File: src/rtl/shift_pkg.sv
// Shared opcodes and the bit-reverse helper for the pipelined barrel shifter.
// Right shifts are done by reversing the operand, shifting left, and reversing the result back.
package shift_pkg;

  localparam logic [1:0] OP_SLL = 2'b00;
  localparam logic [1:0] OP_SRL = 2'b01;
  localparam logic [1:0] OP_SRA = 2'b10;
  localparam logic [1:0] OP_ROL = 2'b11;

  // Widest operand the reverse helper supports.
  localparam int MAX_WIDTH = 64;
  localparam int IDX_W     = 6;

  function automatic logic [MAX_WIDTH-1:0] bit_rev(input logic [MAX_WIDTH-1:0] v, input int w);
    logic [MAX_WIDTH-1:0] r;
    r = {MAX_WIDTH{1'b0}};
    for (int i = 0; i < MAX_WIDTH; i++) begin
      if (i < w) begin
        r[IDX_W'(i)] = v[IDX_W'(w - 1 - i)];
      end else begin
        r[IDX_W'(i)] = 1'b0;
      end
    end
    return r;
  endfunction

  function automatic logic is_right(input logic [1:0] op);
    return (op == OP_SRL) || (op == OP_SRA);
  endfunction

endpackage

File: src/rtl/shift_stage.sv
// One barrel-shifter pipeline stage: shifts left (or rotates) by DIST when its shamt bit is set.
// The last stage also undoes the operand reversal for right shifts before registering.
module shift_stage
  import shift_pkg::*;
#(
  parameter int WIDTH   = 32,
  parameter int TAG_W   = 5,
  parameter int DIST    = 1,
  parameter int SHAMT_W = $clog2(WIDTH),
  parameter bit LAST    = 1'b0
) (
  input  logic               clk,
  input  logic               rst_n,
  input  logic               en,
  input  logic               in_valid,
  input  logic [WIDTH-1:0]   in_data,
  input  logic               in_fill,
  input  logic [1:0]         in_op,
  input  logic [TAG_W-1:0]   in_tag,
  input  logic [SHAMT_W-1:0] in_shamt,
  output logic               out_valid,
  output logic [WIDTH-1:0]   out_data,
  output logic               out_fill,
  output logic [1:0]         out_op,
  output logic [TAG_W-1:0]   out_tag,
  output logic [SHAMT_W-1:0] out_shamt
);

  localparam int BIT = $clog2(DIST);
  localparam logic [WIDTH-1:0] FILL_MASK = {WIDTH{1'b1}} >> (WIDTH - DIST);

  logic [WIDTH-1:0] shifted_s;
  logic [WIDTH-1:0] next_data_s;

  // Conditional shift by DIST, then restore bit order on the final stage of a right shift.
  always_comb begin
    shifted_s   = in_data;
    next_data_s = in_data;
    if (in_shamt[BIT]) begin
      if (in_op == OP_ROL) begin
        shifted_s = (in_data << DIST) | (in_data >> (WIDTH - DIST));
      end else if (in_fill) begin
        shifted_s = (in_data << DIST) | FILL_MASK;
      end else begin
        shifted_s = in_data << DIST;
      end
    end else begin
      shifted_s = in_data;
    end
    if (LAST && is_right(in_op)) begin
      next_data_s = WIDTH'(bit_rev(MAX_WIDTH'(shifted_s), WIDTH));
    end else begin
      next_data_s = shifted_s;
    end
  end

  // Stage register; holds everything, bubbles included, while en is low.
  always_ff @(posedge clk or negedge rst_n) begin
    if (!rst_n) begin
      out_valid <= 1'b0;
      out_data  <= {WIDTH{1'b0}};
      out_fill  <= 1'b0;
      out_op    <= 2'b00;
      out_tag   <= {TAG_W{1'b0}};
      out_shamt <= {SHAMT_W{1'b0}};
    end else if (en) begin
      out_valid <= in_valid;
      out_data  <= next_data_s;
      out_fill  <= in_fill;
      out_op    <= in_op;
      out_tag   <= in_tag;
      out_shamt <= in_shamt;
    end
  end

endmodule

File: src/rtl/shift_pipe.sv
// Pipelined barrel shifter (SLL/SRL/SRA/ROL) with a valid/ready handshake and a tag sideband.
// One stage per shift-amount bit; the whole pipe freezes when the consumer stalls.
module shift_pipe
  import shift_pkg::*;
#(
  parameter int WIDTH   = 32,
  parameter int SHAMT_W = $clog2(WIDTH),
  parameter int TAG_W   = 5
) (
  input  logic               clk,
  input  logic               rst_n,
  input  logic               in_valid,
  output logic               in_ready,
  input  logic [WIDTH-1:0]   in_data,
  input  logic [SHAMT_W-1:0] in_shamt,
  input  logic [1:0]         in_op,
  input  logic [TAG_W-1:0]   in_tag,
  output logic               out_valid,
  input  logic               out_ready,
  output logic [WIDTH-1:0]   out_data,
  output logic [TAG_W-1:0]   out_tag
);

  logic               advance_s;
  logic               valid_s [0:SHAMT_W];
  logic [WIDTH-1:0]   data_s  [0:SHAMT_W];
  logic               fill_s  [0:SHAMT_W];
  logic [1:0]         op_s    [0:SHAMT_W];
  logic [TAG_W-1:0]   tag_s   [0:SHAMT_W];
  logic [SHAMT_W-1:0] shamt_s [0:SHAMT_W];
  logic               unused_s;

  assign advance_s = !out_valid || out_ready;
  assign in_ready  = advance_s;

  // Stage 0 input: reverse right-shift operands and capture the sign for SRA fill.
  assign valid_s[0] = in_valid;
  assign data_s[0]  = is_right(in_op) ? WIDTH'(bit_rev(MAX_WIDTH'(in_data), WIDTH)) : in_data;
  assign fill_s[0]  = (in_op == OP_SRA) && in_data[WIDTH-1];
  assign op_s[0]    = in_op;
  assign tag_s[0]   = in_tag;
  assign shamt_s[0] = in_shamt;

  for (genvar k = 0; k < SHAMT_W; k++) begin : g_stage
    shift_stage #(
      .WIDTH   (WIDTH),
      .TAG_W   (TAG_W),
      .DIST    (1 << k),
      .SHAMT_W (SHAMT_W),
      .LAST    (k == SHAMT_W - 1)
    ) u_stage (
      .clk       (clk),
      .rst_n     (rst_n),
      .en        (advance_s),
      .in_valid  (valid_s[k]),
      .in_data   (data_s[k]),
      .in_fill   (fill_s[k]),
      .in_op     (op_s[k]),
      .in_tag    (tag_s[k]),
      .in_shamt  (shamt_s[k]),
      .out_valid (valid_s[k+1]),
      .out_data  (data_s[k+1]),
      .out_fill  (fill_s[k+1]),
      .out_op    (op_s[k+1]),
      .out_tag   (tag_s[k+1]),
      .out_shamt (shamt_s[k+1])
    );
  end

  assign out_valid = valid_s[SHAMT_W];
  assign out_data  = data_s[SHAMT_W];
  assign out_tag   = tag_s[SHAMT_W];

  // Control fields of the final stage are not needed past the pipe.
  assign unused_s = ^{fill_s[SHAMT_W], op_s[SHAMT_W], shamt_s[SHAMT_W]};

endmodule
File: config.mk
export PLATFORM = sky130hd
export DESIGN_NAME = shift_pipe
export DESIGN_NICKNAME = d
export VERILOG_FILES = /design/src/rtl/shift_pkg.sv /design/src/rtl/shift_stage.sv /design/src/rtl/shift_pipe.sv
export SDC_FILE = /design/constraint.sdc
export NUM_CORES = 1
export LEC_CHECK = 0
export ABC_AREA = 1
export CAP_MARGIN = 30
export CORE_MARGIN = 2
export CORE_UTILIZATION = 35
export DETAILED_ROUTE_END_ITERATION = 12
export PLACE_DENSITY = 0.59
export SLEW_MARGIN = 40
export SYNTH_ARGS = -nofsm -noshare
export SYNTH_HDL_FRONTEND = slang
export SYNTH_SLANG_ARGS = --single-unit
File: constraint.sdc
create_clock -name clk -period 2.25 [get_ports clk]
set_clock_uncertainty 0.1 [all_clocks]
set_input_delay 0.45 -clock clk [delete_from_list [all_inputs] [get_ports clk]]
set_output_delay 0.45 -clock clk [all_outputs]
set_load 0.05 [all_outputs]
# --- Yosys cells after proc, flatten, opt, wreduce, memory -nomap -nowiden ---
# Index checks and enable logic that the tools add are counted.
totals:
  inputBits: 48
  output_inout_bits: 39
  reg_bits: 222
  elab_cells: 63
op_classes:
  reduce_logical: 5
  eq_ne: 9
  bitwise: 5
  muxes: 17
ops:
  columns: ["cell", "n"]
  rows:
  - ["32-bit two-way mux", 12]
  - ["32-bit by 1-bit OR with 32-bit output", 1]
  - ["32-bit by 16-bit OR with 32-bit output", 1]
  - ["32-bit by 2-bit OR with 32-bit output", 1]
  - ["32-bit by 4-bit OR with 32-bit output", 1]
  - ["32-bit by 8-bit OR with 32-bit output", 1]
  - ["16-bit two-way mux", 1]
  - ["2-bit equality test, second input constant", 7]
  - ["8-bit two-way mux", 1]
  - ["2-bit by 1-bit equality test with 1-bit output, second input constant", 2]
  - ["4-bit two-way mux", 1]
  - ["1-bit logical OR", 3]
  - ["2-bit two-way mux", 1]
  - ["1-bit logical AND", 1]
  - ["1-bit logical NOT", 1]
  - ["1-bit two-way mux", 1]

# --- Depth between registers and ports, before layout ---
# Gate-level depths: netlist (run 1).
depth:
  word_depth: 6
  depth_mapped: 10
  mapped_depth_nobuf: 9

# --- Cells and area by module ---
# Synthesis (run 1) repeated with hierarchy kept, for this count alone.
hier_totals:
  cells_unflattened: 1536
  area_unflattened_um2: 11441.0
modules_own_cells:
  columns: ["mod", "instances", "cells_per_inst", "seq_area_each_um2", "area_per_inst_um2"]
  rows:
  - ["shift_stage (g_stage[4].u_stage)", 1, 441, 1151.1, 2802.7]
  - ["shift_stage (g_stage[3].u_stage)", 1, 260, 1151.1, 2084.5]
  - ["shift_stage (g_stage[2].u_stage)", 1, 247, 1151.1, 2037.0]
  - ["shift_stage (g_stage[0].u_stage)", 1, 237, 1151.1, 2014.4]
  - ["shift_stage (g_stage[1].u_stage)", 1, 241, 1151.1, 2003.2]
  - ["shift_pipe", 1, 110, 0.0, 499.2]

# --- Least setup slack after synthesis (run 1) ---
# No wires, ideal clock.
synth_timing:
  kind: "register to output"
  startpoint: "register g_stage[4].u_stage.out_valid"
  endpoint: "output in_ready"
  n_path_buf: 2
  arrival_time_ns: 1.413
  slack_ns: 0.287
  path_stages_with_launch: 6
  cell_sequence: "dfrtp_1 inv_1 nor2_4 inv_2 buf_2 buf_2"
synth_between:
  elab_chain_len: 2
synth_rtl:
  columns: ["item", "line", "text"]
  rows:
  - ["start, declared", "shift_stage.sv:21", "output logic out_valid,"]
  - ["start signal, assigned", "shift_stage.sv:67", "out_valid <= in_valid;"]
  - ["1-bit logical NOT", "shift_pipe.sv:33", "assign advance_s = !out_valid || out_ready;"]
  - ["1-bit logical OR", "shift_pipe.sv:33", null]
  - ["end, declared", "shift_pipe.sv:13", "output logic in_ready,"]
# Every way passes these cells.

# --- Final worst setup path (run 1) ---
layout_timing:
  startpoint: "register g_stage[4].u_stage.out_data[1]"
  endpoint: "output out_data[1]"
layout_lines:
  columns: ["item", "line", "text"]
  rows:
  - ["start, declared", "shift_stage.sv:22", "output logic [WIDTH-1:0] out_data,"]
  - ["start signal, assigned", "shift_stage.sv:61", "out_data <= {WIDTH{1'b0}};"]
  - ["start signal, assigned", "shift_stage.sv:68", "out_data <= next_data_s;"]
  - ["end, declared", "shift_pipe.sv:20", "output logic [WIDTH-1:0] out_data,"]
# No word-level cell between the ends.

==> metrics.txt, run 1 <==
# TYPE chip_impl_metric gauge
chip_impl_metric{name="mappedNetlistArea",unit="um2"} 10830
chip_impl_info{name="critical_path_class",value="reg2out"} 1
chip_impl_info{name="outcome",value="finished clean"} 1
chip_impl_metric{name="report.power.total",unit="mW"} 19.47
chip_impl_info{name="synthTopCellsByArea",value="dfrtp_1 (49%), nand2_1 (19%), nand3_1 (7.1%)"} 1
chip_impl_metric{name="grt_pass1_wl",unit="um"} 41750
chip_impl_metric{name="worstPathRequired",unit="ps"} 1700
chip_impl_metric{name="detail_route.drc_violations",unit=""} 0
chip_impl_metric{name="num_io_pins",unit=""} 87
chip_impl_info{name="flip_flop_cell_with_the_highest_count_after_synthesis",value="dfrtp_1"} 1
chip_impl_metric{name="timing.max_slew.rel_slack",unit="%"} 53.10
chip_impl_metric{name="worstPathArrival",unit="ps"} 1660
chip_impl_metric{name="initial_core_utilization",unit="%"} 35.49
chip_impl_info{name="largest_delay_share_family_worst_path",value="buffers and inverters"} 1
chip_impl_metric{name="critical_path_peak_fanout",unit=""} 2
chip_impl_metric{name="clk-insertion-delay-late",unit="ps"} 520
chip_impl_metric{name="io_buffer_count",unit=""} 86
chip_impl_metric{name="grt.total_usage",unit="%"} 15.07
chip_impl_metric{name="design.final.nets",unit=""} 1530
chip_impl_metric{name="final.hold.worst_slack",unit="ps"} 347.7
chip_impl_metric{name="yosysTopAreaCellShare",unit="%"} 48.99
chip_impl_metric{name="power_leakage",unit="nW"} 6.412
chip_impl_metric{name="synth_enable_flop_cells",unit=""} 0
chip_impl_metric{name="wl",unit="um"} 24430
chip_impl_metric{name="grt_pass1_vias",unit=""} 8230
chip_impl_metric{name="htree_levels",unit=""} 1
chip_impl_metric{name="postSynthAreaPerCell",unit="um2"} 7.386
chip_impl_metric{name="die_w",unit="um"} 179.9
chip_impl_metric{name="floorplan.die.height",unit="um"} 179.9
chip_impl_metric{name="cts.sinks",unit=""} 212
chip_impl_metric{name="num_antenna_cells",unit=""} 0
chip_impl_metric{name="core-area",unit="um2"} 30510
chip_impl_metric{name="ys_warn_count",unit=""} 0
chip_impl_metric{name="finalSetupTns",unit="ps"} 0
chip_impl_metric{name="setup_viol_count_final",unit=""} 0
chip_impl_metric{name="max_freq",unit="GHz"} 0.4529
chip_impl_metric{name="max_cap_violations",unit=""} 0
chip_impl_metric{name="synthArstFlopShare",unit="%"} 100.0
chip_impl_metric{name="place_congestion",unit=""} 0.8264
chip_impl_info{name="worst_path_cell_trace",value="clkdlybuf4s50_1"} 1
chip_impl_metric{name="grt_start_max_net_pins",unit=""} 79
chip_impl_info{name="netlist.top_cell.by_area",value="dfrtp_1"} 1
chip_impl_metric{name="core.rowCount",unit=""} 64
chip_impl_metric{name="seq_area_frac_synth",unit="%"} 48.99
chip_impl_metric{name="synth_fp_nets",unit=""} 1517
chip_impl_metric{name="vias",unit=""} 8902
chip_impl_metric{name="post_cts_setup_inserts",unit=""} 0
chip_impl_metric{name="via_density",unit=""} 4.705
chip_impl_metric{name="timing.final.max_slew_violations",unit=""} 0
chip_impl_metric{name="initial_antenna_violation_count",unit=""} 0
chip_impl_metric{name="hold_vio_cnt_final",unit=""} 0
chip_impl_info{name="tritoncts_clock_tree",value="done"} 1
chip_impl_info{name="timing.critical_path.from_type",value="register"} 1
chip_impl_metric{name="slowest_delay",unit="ps"} 800
chip_impl_metric{name="finalCritPeriodShare",unit="%"} 98.13
chip_impl_metric{name="floorplan.die_area",unit="um2"} 32360
chip_impl_info{name="clockRootBuffer",value="clkbuf_16"} 1
chip_impl_info{name="critical_path.endpoint_type",value="output pin"} 1
chip_impl_metric{name="slew_worst_pin",unit="ps"} 702.7
chip_impl_metric{name="clk_pin_slew",unit="ps"} 60
chip_impl_metric{name="hpwlAfterDp",unit="um"} 16780
chip_impl_metric{name="drtIter0Drc",unit=""} 523
chip_impl_metric{name="gr_overflow_total",unit=""} 0
chip_impl_metric{name="synth_cell_type_count",unit=""} 16
chip_impl_info{name="grt_setup_unrepaired",value="false"} 1
chip_impl_metric{name="max-vdd-ir-drop",unit="uV"} 635.6
chip_impl_metric{name="fillers",unit=""} 3117
chip_impl_metric{name="layout-drive-gt1-share",unit="%"} 4.345
chip_impl_metric{name="fin_crit",unit="ps"} 2208
chip_impl_metric{name="final_antenna_net_count",unit=""} 0
chip_impl_metric{name="synth-seq-cells",unit=""} 212
chip_impl_metric{name="pwr_density_cell",unit="nW/um2"} 1531
chip_impl_metric{name="router_iterations_before_antenna_repair",unit=""} 5
chip_impl_metric{name="ctsLongestPathBuffers",unit=""} 3
chip_impl_metric{name="critPathBufInv",unit=""} 1
chip_impl_metric{name="syn2layout_area_growth",unit="%"} 17.44
chip_impl_info{name="worstHoldPathType",value="reg2reg"} 1
chip_impl_info{name="critical_path.slowest_cell",value="clkdlybuf4s50_1"} 1
chip_impl_metric{name="tritoncts_buffers",unit=""} 24
chip_impl_metric{name="cell_count_after_synthesis",unit=""} 1466
chip_impl_metric{name="post_drt_wl_per_cell",unit="um"} 12.91
## worst register-to-register path, cell delays in order, from the launching register on
cell	delay, ps
dfrtp_1	390
ha_1	310
inv_1	100
buf_4	310
nand3_1	140
nand2_1	70
inv_1	40
nand2_1	80
nand2_1	60
## Yosys cell counts, types with 3 or more instances
cell and n:
a21oi_1 44, buf_1 8, buf_2 48, buf_4 33
clkbuf_1 38, dfrtp_1 212, ha_1 3, inv_1 138
nand2_1 560, nand3_1 154, nor2_1 22, o211ai_1 38
o21ai_0 81, o21ai_1 85
## where the power goes
part / internal, mW / leakage, nW / switching, mW
combinational: 3.08 / 3.51 / 6.04
clock: 2.14 / 0.365 / 1.50
sequential: 5.64 / 2.54 / 1.09
total: 10.9 / 6.41 / 8.62
## metrics by stage
step / cell area [um2] / util (%) / instances / setup WS (ps)
global route: 12720 / 41.68 / 1892 / 0.3539
CTS: 12680 / 41.56 / 1892 / 1.809
floorplan: 10830 / - / 1466 / 286.7
finish: 12720 / 41.68 / 1892 / 42.00
global placement: 11930 / 39.11 / 1848 / 91.65
detailed placement: 11930 / 39.11 / 1848 / 37.74
## layout make-up
| class | instances | area [um2] | share of cell area [%] |
|---|---|---|---|
| clock buffer | 38 | 703.2 | 5.530 |
| clock inverter | 5 | 36.28 | 0.2853 |
| inverter | 139 | 526.8 | 4.142 |
| multi-input combinational | 988 | 4340 | 34.13 |
| sequential | 212 | 5305 | 41.72 |
| tap | 396 | 495.5 | 3.896 |
| timing repair buffer | 114 | 1309 | 10.29 |
## placed cells by master, fill, tap and decap left out
master           count
a21oi_1             44
buf_12              16
buf_4               12
clkbuf_1             9
clkbuf_16           24
clkbuf_8             6
clkdlybuf4s50_1     66
clkinv_2             4
clkinv_8             1
dfrtp_1            212
dlygate4sd2_1        3
dlygate4sd3_1        1
dlymetal6s2s_1      15
ha_1                 3
inv_1              138
inv_6                1
nand2_1            560
nand3_1            154
nor2_1              22
nor2_4               1
o211ai_1            38
o21ai_0             81
o21ai_1             85
## state kept, by name, summed over array words and instances (netlist names)
name and flops:
g_stage.u_stage.out_data 160, g_stage.u_stage.out_fill 4, g_stage.u_stage.out_op 8, g_stage.u_stage.out_shamt 10
g_stage.u_stage.out_tag 25, g_stage.u_stage.out_valid 5
## what timing repair did
action,CTS,global route
hold buffers,1,0
setup endpoints to repair,3,15
gates resized for setup,3,15
endpoints found under the hold margin,52,0
## kinds of logic after synthesis
group	Yosys count	share of synthesized area, %
AO/OA/AOI/OAI	248	12.34
adder cells (fa/ha/maj)	3	0.3467
buffers and inverters	266	10.92
flip-flops	212	48.99
AND/OR/NAND/NOR	737	27.40
## worst paths after layout
check	start	endpoint	slack [ps]	cells past startpoint
max	g_stage[4].u_stage.out_data[1]	out_data[1]	40	1
min	g_stage[3].u_stage.out_valid	g_stage[4].u_stage.out_valid	350	2
max reg2reg	g_stage[3].u_stage.out_op[1]	g_stage[4].u_stage.out_data[23]	520	8
min reg2reg	g_stage[3].u_stage.out_valid	g_stage[4].u_stage.out_valid	350	2
max in group asynchronous	rst_n	g_stage[4].u_stage.out_data[8]	1000	3
min in group asynchronous	rst_n	g_stage[4].u_stage.out_data[31]	390	2
## per-layer routing
metal	vias up	wire, um	track usage [%]
met5	-	0	0
met4	0	572	3.805
li1	4676	-	-
met2	181	10270	21.87
met1	4012	12620	23.46
met3	33	966	2.087
No activity file was read; power rests on OpenSTA's default activity.
==> run 2: changes to the inputs <==
--- a/config.mk
+++ b/config.mk
@@ -10,7 +10,7 @@
 export CORE_MARGIN = 2
 export CORE_UTILIZATION = 35
 export DETAILED_ROUTE_END_ITERATION = 12
-export PLACE_DENSITY = 0.59
+export PLACE_DENSITY_LB_ADDON = 0.05
 export SLEW_MARGIN = 40
 export SYNTH_ARGS = -nofsm -noshare
 export SYNTH_HDL_FRONTEND = slang
==> run 2 against run 1 <==
Clock-buffer cell count up 1; clock power up 11%; maximum frequency decreased by 0.45%; highest routed layer unchanged; via count down 0.75%; sequential power about the same; utilization is 0.39 points higher.
==> metrics.txt, run 2 (synthesis results as in run 1) <==
# TYPE chip_impl_metric gauge
chip_impl_metric{name="tritoncts_buffers",unit=""} 25
chip_impl_metric{name="layout.cells.non_filler",unit=""} 1899
chip_impl_info{name="r2r_start",value="g_stage[3].u_stage.out_op[1]"} 1
chip_impl_info{name="layout.cells.most_common",value="nand2_1"} 1
chip_impl_metric{name="p_seq_share",unit="%"} 33.9
chip_impl_metric{name="initial_antenna_violation_count",unit=""} 0
chip_impl_metric{name="grt_use_met2",unit="%"} 25.10
chip_impl_metric{name="largest_register_ff_count",unit=""} 160
chip_impl_info{name="critPathCapture",value="out_data[19]"} 1
chip_impl_info{name="crit-reg2reg-capture",value="g_stage[4].u_stage.out_data[24]"} 1
chip_impl_info{name="gr-max-usage-layer",value="met2"} 1
chip_impl_info{name="timing.critical_path.from_type",value="register"} 1
chip_impl_metric{name="post-route-worst-setup-slack",unit="ps"} 32.10
chip_impl_metric{name="layout-drive-gt1-share",unit="%"} 5.123
chip_impl_metric{name="post_drt_wl_per_cell",unit="um"} 13.81
chip_impl_metric{name="core.rowCount",unit=""} 64
chip_impl_metric{name="grt_pass1_vias",unit=""} 8536
chip_impl_metric{name="design.final.nets",unit=""} 1536
chip_impl_metric{name="reg2reg_setup_slack",unit="ps"} 590
chip_impl_info{name="worst_path_cell_trace",value="clkdlybuf4s50_1"} 1
chip_impl_info{name="cp-startpoint",value="g_stage[4].u_stage.out_data[19]"} 1
chip_impl_metric{name="num_io_pins",unit=""} 87
chip_impl_metric{name="finalSetupTns",unit="ps"} 0
chip_impl_info{name="grt_setup_unrepaired",value="false"} 1
chip_impl_metric{name="slew_worst_pin",unit="ps"} 591.9
chip_impl_info{name="layout_top_registers",value="g_stage.u_stage.out_data (160), g_stage.u_stage.out_tag (25), g_stage.u_stage.out_shamt (10)"} 1
chip_impl_metric{name="initial_core_utilization",unit="%"} 35.49
chip_impl_info{name="outcome",value="finished clean"} 1
chip_impl_metric{name="wl",unit="um"} 26230
chip_impl_metric{name="pwr_density_cell",unit="nW/um2"} 1546
chip_impl_metric{name="intPower",unit="mW"} 11.13
chip_impl_metric{name="grt_util_met3",unit="%"} 1.985
chip_impl_info{name="clockRootBuffer",value="clkbuf_16"} 1
chip_impl_metric{name="finalCritPeriodShare",unit="%"} 98.57
chip_impl_metric{name="pwr-share-clk",unit="%"} 20.3
chip_impl_metric{name="critPathBufInv",unit=""} 1
chip_impl_info{name="most_frequent_cells_in_the_layout",value="nand2_1 (560), dfrtp_1 (212), nand3_1 (154), inv_1 (138), o21ai_1 (85)"} 1
chip_impl_metric{name="worstPathArrival",unit="ps"} 1670
chip_impl_metric{name="floorplan.die.height",unit="um"} 179.9
chip_impl_metric{name="max-vdd-ir-drop",unit="uV"} 612.9
chip_impl_info{name="critical_path.endpoint_type",value="output pin"} 1
chip_impl_metric{name="critical_path_peak_fanout",unit=""} 2
chip_impl_metric{name="worstPathRequired",unit="ps"} 1700
chip_impl_info{name="worstHoldPathType",value="reg2reg"} 1
chip_impl_metric{name="numPlacedInstances",unit=""} 1853
chip_impl_metric{name="sw_frac_of_total",unit="%"} 43.92
chip_impl_metric{name="hold_vio_cnt_final",unit=""} 0
chip_impl_metric{name="grt.total_usage",unit="%"} 16.35
chip_impl_metric{name="via_density",unit=""} 4.652
chip_impl_metric{name="floorplan.die_area",unit="um2"} 32360
chip_impl_metric{name="fin_crit",unit="ps"} 2218
chip_impl_metric{name="htree_levels",unit=""} 1
chip_impl_metric{name="power.combinational.fraction",unit="%"} 45.8
chip_impl_metric{name="grt_pass1_wl",unit="um"} 44780
chip_impl_metric{name="setup_viol_count_final",unit=""} 0
chip_impl_metric{name="ctsLongestPathBuffers",unit=""} 3
chip_impl_metric{name="cts.sinks",unit=""} 212
chip_impl_metric{name="grt_start_max_net_pins",unit=""} 63
chip_impl_metric{name="router_iterations_before_antenna_repair",unit=""} 5
chip_impl_metric{name="timing.max_slew.rel_slack",unit="%"} 60.44
chip_impl_info{name="critical_path.slowest_cell",value="clkdlybuf4s50_1"} 1
chip_impl_metric{name="io_buffer_count",unit=""} 86
chip_impl_metric{name="slowest_delay",unit="ps"} 800
chip_impl_metric{name="drtIter0Drc",unit=""} 489
chip_impl_metric{name="num_antenna_cells",unit=""} 0
chip_impl_metric{name="place_worst_setup_slack",unit="ps"} 64.56
chip_impl_info{name="top_register",value="g_stage.u_stage.out_data"} 1
chip_impl_metric{name="place_congestion",unit=""} 0.7814
chip_impl_info{name="tritoncts_clock_tree",value="done"} 1
chip_impl_metric{name="core-area",unit="um2"} 30510
chip_impl_metric{name="gr_overflow_total",unit=""} 0
chip_impl_metric{name="timing.final.max_slew_violations",unit=""} 0
chip_impl_metric{name="max_freq",unit="GHz"} 0.4509
chip_impl_metric{name="global_route.usage.met1",unit="%"} 24.65
chip_impl_info{name="largest_delay_share_family_worst_path",value="buffers and inverters"} 1
chip_impl_metric{name="die_w",unit="um"} 179.9
chip_impl_metric{name="max_cap_violations",unit=""} 0
chip_impl_info{name="critical_path_class",value="reg2out"} 1
chip_impl_metric{name="final_antenna_net_count",unit=""} 0
chip_impl_metric{name="power.switching",unit="mW"} 8.717
chip_impl_metric{name="hpwlAfterDp",unit="um"} 18160
chip_impl_metric{name="power_leakage",unit="nW"} 6.557
chip_impl_metric{name="vias",unit=""} 8835
chip_impl_metric{name="clk-insertion-delay-late",unit="ps"} 520
chip_impl_metric{name="cp.depth",unit=""} 1
chip_impl_metric{name="detail_route.drc_violations",unit=""} 0
chip_impl_metric{name="clk_pin_slew",unit="ps"} 60
chip_impl_metric{name="syn2layout_area_growth",unit="%"} 18.55
chip_impl_metric{name="worst_r2r_path_depth",unit=""} 8
[run 2: through the flow]
step	hold slack [ps]	utilization, %	total power [mW]	area, um2
after floorplan	54.41	-	13.68	10830
after global placement	350.6	39.19	16.06	11960
after detailed placement	353.9	39.19	16.13	11960
after CTS	341.7	41.91	20.22	12790
after global routing	370.2	42.07	21.73	12840
final	357.2	42.07	19.85	12840
[run 2: cell type report]
cell class	count	area, um2
Tap cell	396	495.5
Fill cell	3178	17670
Inverter	139	526.8
Timing Repair Buffer	119	1331
Clock inverter	6	58.81
Multi-Input combinational cell	988	4340
Sequential cell	212	5305
Clock buffer	39	778.2
[run 2: timing repair]
action / 4_1_cts / 5_1_grt
resized for setup: 15 / 20
hold buffers: 1 / 0
pin swaps: 0 / 0
endpoints found under the setup margin: 15 / 20
endpoints found under the hold margin: 47 / 0
buffers inserted: 0 / 0
[run 2: worst min path at each step]
stage / depth (start not counted) / slack (ps) / endpoint / startpoint
2_1_floorplan: 0 / 50 / g_stage[0].u_stage.out_data[0] / rst_n
3_3_place_gp: 2 / 350 / g_stage[4].u_stage.out_valid / g_stage[3].u_stage.out_valid
3_5_place_dp: 2 / 350 / g_stage[4].u_stage.out_valid / g_stage[3].u_stage.out_valid
4_1_cts: 3 / 340 / g_stage[0].u_stage.out_tag[4] / in_tag[4]
5_1_grt: 3 / 370 / g_stage[0].u_stage.out_tag[4] / in_tag[4]
6_report: 2 / 360 / g_stage[2].u_stage.out_tag[2] / g_stage[1].u_stage.out_tag[2]
[run 2: layer usage]
metal	share of wire (%)	vias to the layer above
met3	3.2	35
met5	0	-
li1	-	4685
met4	2.0	0
met2	43	135
met1	52	3980
[run 2: power by group through the flow]
| stage | Clock, mW | Combinational, mW | Sequential (mW) |
|---|---|---|---|
| 6_report | 4.03 | 9.09 | 6.72 |
| 5_1_grt | 4.34 | 10.4 | 6.98 |
| 4_1_cts | 4.20 | 9.26 | 6.76 |
| 3_5_place_dp | 0 | 9.31 | 6.83 |
| 3_3_place_gp | 0 | 9.25 | 6.81 |
| 2_1_floorplan | 0 | 7.10 | 6.58 |
==> run 3: changes to the inputs <==
--- a/config.mk
+++ b/config.mk
@@ -7,7 +7,7 @@
 export LEC_CHECK = 0
 export ABC_AREA = 1
 export CAP_MARGIN = 30
-export CORE_MARGIN = 2
+export CORE_MARGIN = 1
 export CORE_UTILIZATION = 35
 export DETAILED_ROUTE_END_ITERATION = 12
 export PLACE_DENSITY_LB_ADDON = 0.05
==> run 3 against run 2 <==
Via count up 0.67%; worst hold slack worse by 57 ps; global-route usage up 1.0 points; flip-flop and latch count unchanged; total power down 0.38%; cell count about the same; critical path depth unchanged; combinational power about the same; design area down 0.38%; first-iteration DRC count down 1.8%; non-clock buffer count down 2.
==> metrics.txt, run 3 (synthesis results as in run 1) <==
# TYPE chip_impl_metric gauge
chip_impl_metric{name="finalCritPeriodShare",unit="%"} 97.87
chip_impl_metric{name="place_congestion",unit=""} 0.7791
chip_impl_metric{name="vias",unit=""} 8894
chip_impl_metric{name="gr_overflow_total",unit=""} 0
chip_impl_metric{name="io_buffer_count",unit=""} 86
chip_impl_metric{name="floorplan.die.height",unit="um"} 177.9
chip_impl_metric{name="critPathBufInv",unit=""} 1
chip_impl_metric{name="htree_levels",unit=""} 1
chip_impl_metric{name="grt_pass1_wl",unit="um"} 44990
chip_impl_metric{name="post_cts_setup_inserts",unit=""} 0
chip_impl_info{name="largest_delay_share_family_worst_path",value="buffers and inverters"} 1
chip_impl_info{name="worst_path_cell_trace",value="clkdlybuf4s50_1"} 1
chip_impl_metric{name="router_iterations_before_antenna_repair",unit=""} 4
chip_impl_metric{name="clk_pin_slew",unit="ps"} 60
chip_impl_metric{name="core-area",unit="um2"} 30510
chip_impl_metric{name="initial_antenna_violation_count",unit=""} 0
chip_impl_info{name="worstHoldPathType",value="in2async"} 1
chip_impl_metric{name="syn2layout_area_growth",unit="%"} 18.10
chip_impl_metric{name="final_antenna_net_count",unit=""} 0
chip_impl_info{name="layout_top_registers",value="g_stage.u_stage.out_data (160), g_stage.u_stage.out_tag (25), g_stage.u_stage.out_shamt (10)"} 1
chip_impl_metric{name="worstPathArrival",unit="ps"} 1650
chip_impl_metric{name="critical_path_peak_fanout",unit=""} 2
chip_impl_metric{name="worstPathRequired",unit="ps"} 1700
chip_impl_metric{name="initial_core_utilization",unit="%"} 35.49
chip_impl_metric{name="via_density",unit=""} 4.686
chip_impl_metric{name="ctsLongestPathBuffers",unit=""} 3
chip_impl_metric{name="pwr_density_cell",unit="nW/um2"} 1546
chip_impl_metric{name="finalSetupTns",unit="ps"} 0
chip_impl_metric{name="hpwlAfterDp",unit="um"} 17880
chip_impl_info{name="top_register",value="g_stage.u_stage.out_data"} 1
chip_impl_info{name="critical_path_class",value="reg2out"} 1
chip_impl_metric{name="final.hold.worst_slack",unit="ps"} 300.5
chip_impl_metric{name="max-vdd-ir-drop",unit="uV"} 557.3
chip_impl_metric{name="clk-insertion-delay-late",unit="ps"} 520
chip_impl_metric{name="floorplan.die_area",unit="um2"} 31640
chip_impl_info{name="clockRootBuffer",value="clkbuf_16"} 1
chip_impl_metric{name="max_freq",unit="GHz"} 0.4541
chip_impl_metric{name="timing.final.max_slew_violations",unit=""} 0
chip_impl_metric{name="design.final.nets",unit=""} 1535
chip_impl_metric{name="max_cap_violations",unit=""} 0
chip_impl_metric{name="post_drt_wl_per_cell",unit="um"} 13.77
chip_impl_metric{name="die_w",unit="um"} 177.9
chip_impl_metric{name="hold_vio_cnt_final",unit=""} 0
chip_impl_metric{name="drtIter0Drc",unit=""} 480
chip_impl_info{name="most_frequent_cells_in_the_layout",value="nand2_1 (560), dfrtp_1 (212), nand3_1 (154), inv_1 (138), o21ai_1 (85)"} 1
chip_impl_info{name="tritoncts_clock_tree",value="done"} 1
chip_impl_metric{name="setup_viol_count_final",unit=""} 0
chip_impl_metric{name="grt_start_max_net_pins",unit=""} 69
chip_impl_info{name="timing.critical_path.from_type",value="register"} 1
chip_impl_metric{name="grt.total_usage",unit="%"} 17.37
chip_impl_info{name="critical_path.slowest_cell",value="clkdlybuf4s50_1"} 1
chip_impl_metric{name="power_leakage",unit="nW"} 6.573
chip_impl_metric{name="num_antenna_cells",unit=""} 0
chip_impl_metric{name="layout-drive-gt1-share",unit="%"} 5.126
chip_impl_metric{name="num_io_pins",unit=""} 87
chip_impl_metric{name="cts.sinks",unit=""} 212
chip_impl_metric{name="slew_worst_pin",unit="ps"} 599.6
chip_impl_info{name="grt_setup_unrepaired",value="false"} 1
chip_impl_metric{name="tritoncts_buffers",unit=""} 26
chip_impl_metric{name="timing.max_slew.rel_slack",unit="%"} 59.93
chip_impl_metric{name="largest_register_ff_count",unit=""} 160
chip_impl_metric{name="core.rowCount",unit=""} 64
chip_impl_info{name="layout.cells.most_common",value="nand2_1"} 1
chip_impl_info{name="critical_path.endpoint_type",value="output pin"} 1
chip_impl_metric{name="grt_pass1_vias",unit=""} 8659
chip_impl_metric{name="fin_crit",unit="ps"} 2202
chip_impl_metric{name="wl",unit="um"} 26130
chip_impl_info{name="outcome",value="finished clean"} 1
chip_impl_metric{name="detail_route.drc_violations",unit=""} 0
chip_impl_metric{name="slowest_delay",unit="ps"} 800
==> run 3: routing by layer <==
layer | global-route usage [%] | vias up | share of wire (%)
met1 | 25.82 | 4012 | 51
met3 | 2.185 | 36 | 3.4
li1 | - | 4693 | -
met5 | 0 | - | 0
met2 | 26.56 | 153 | 43
met4 | 4.167 | 0 | 2.0
==> run 3: worst reg2reg max path, cell delays in order, from the launching register on <==
cell	delay, ps
dfrtp_1	360
ha_1	170
inv_1	40
nand2_1	440
nand3_1	150
nand2_1	140
nand2_1	60
nand2_1	70
nand2_1	40
==> run 3: power by group <==
group	internal (mW)	switching, mW	leakage, nW
sequential	5.64	1.07	2.54
clock	2.34	1.62	0.412
combinational	3.02	6.08	3.62
total	11.0	8.77	6.57
==> run 3: path summary, 6_finish.rpt <==
check / slack (ps) / end / from / cells past startpoint
min: 300 / g_stage[3].u_stage.out_data[14] / rst_n / 2
max reg2reg: 570 / g_stage[4].u_stage.out_data[15] / g_stage[3].u_stage.out_op[1] / 8
max: 50 / out_data[21] / g_stage[4].u_stage.out_data[21] / 1
min reg2reg: 350 / g_stage[4].u_stage.out_valid / g_stage[3].u_stage.out_valid / 2
max in group asynchronous: 1070 / g_stage[2].u_stage.out_data[5] / rst_n / 3
min in group clk: 350 / g_stage[4].u_stage.out_valid / g_stage[3].u_stage.out_valid / 2
==> run 3: what timing repair did <==
item / CTS / global route
hold buffers: 1 / 0
gates resized for setup: 8 / 26
endpoints found under the setup margin: 8 / 26
pin swaps: 0 / 0
hold endpoints to repair: 23 / 0
==> run 3: cell type report <==
| type | count | area, um2 |
|---|---|---|
| Sequential cell | 212 | 5305 |
| Inverter | 139 | 526.8 |
| Clock inverter | 11 | 61.31 |
| Tap cell | 396 | 495.5 |
| Multi-Input combinational cell | 988 | 4340 |
| Fill cell | 3244 | 17720 |
| Timing Repair Buffer | 117 | 1303 |
| Clock buffer | 35 | 755.7 |
==> run 3: stage by stage <==
step	std cells	util (%)	area (um2)	total power [mW]	setup slack [ps]
floorplan	1466	-	10830	13.68	286.7
global placement	1851	39.02	11910	15.99	97.75
detailed placement	1851	39.02	11910	16.08	75.55
CTS	1898	41.70	12720	20.11	0.1432
global route	1898	41.91	12790	21.67	3.171
finish	1898	41.91	12790	19.77	48.03
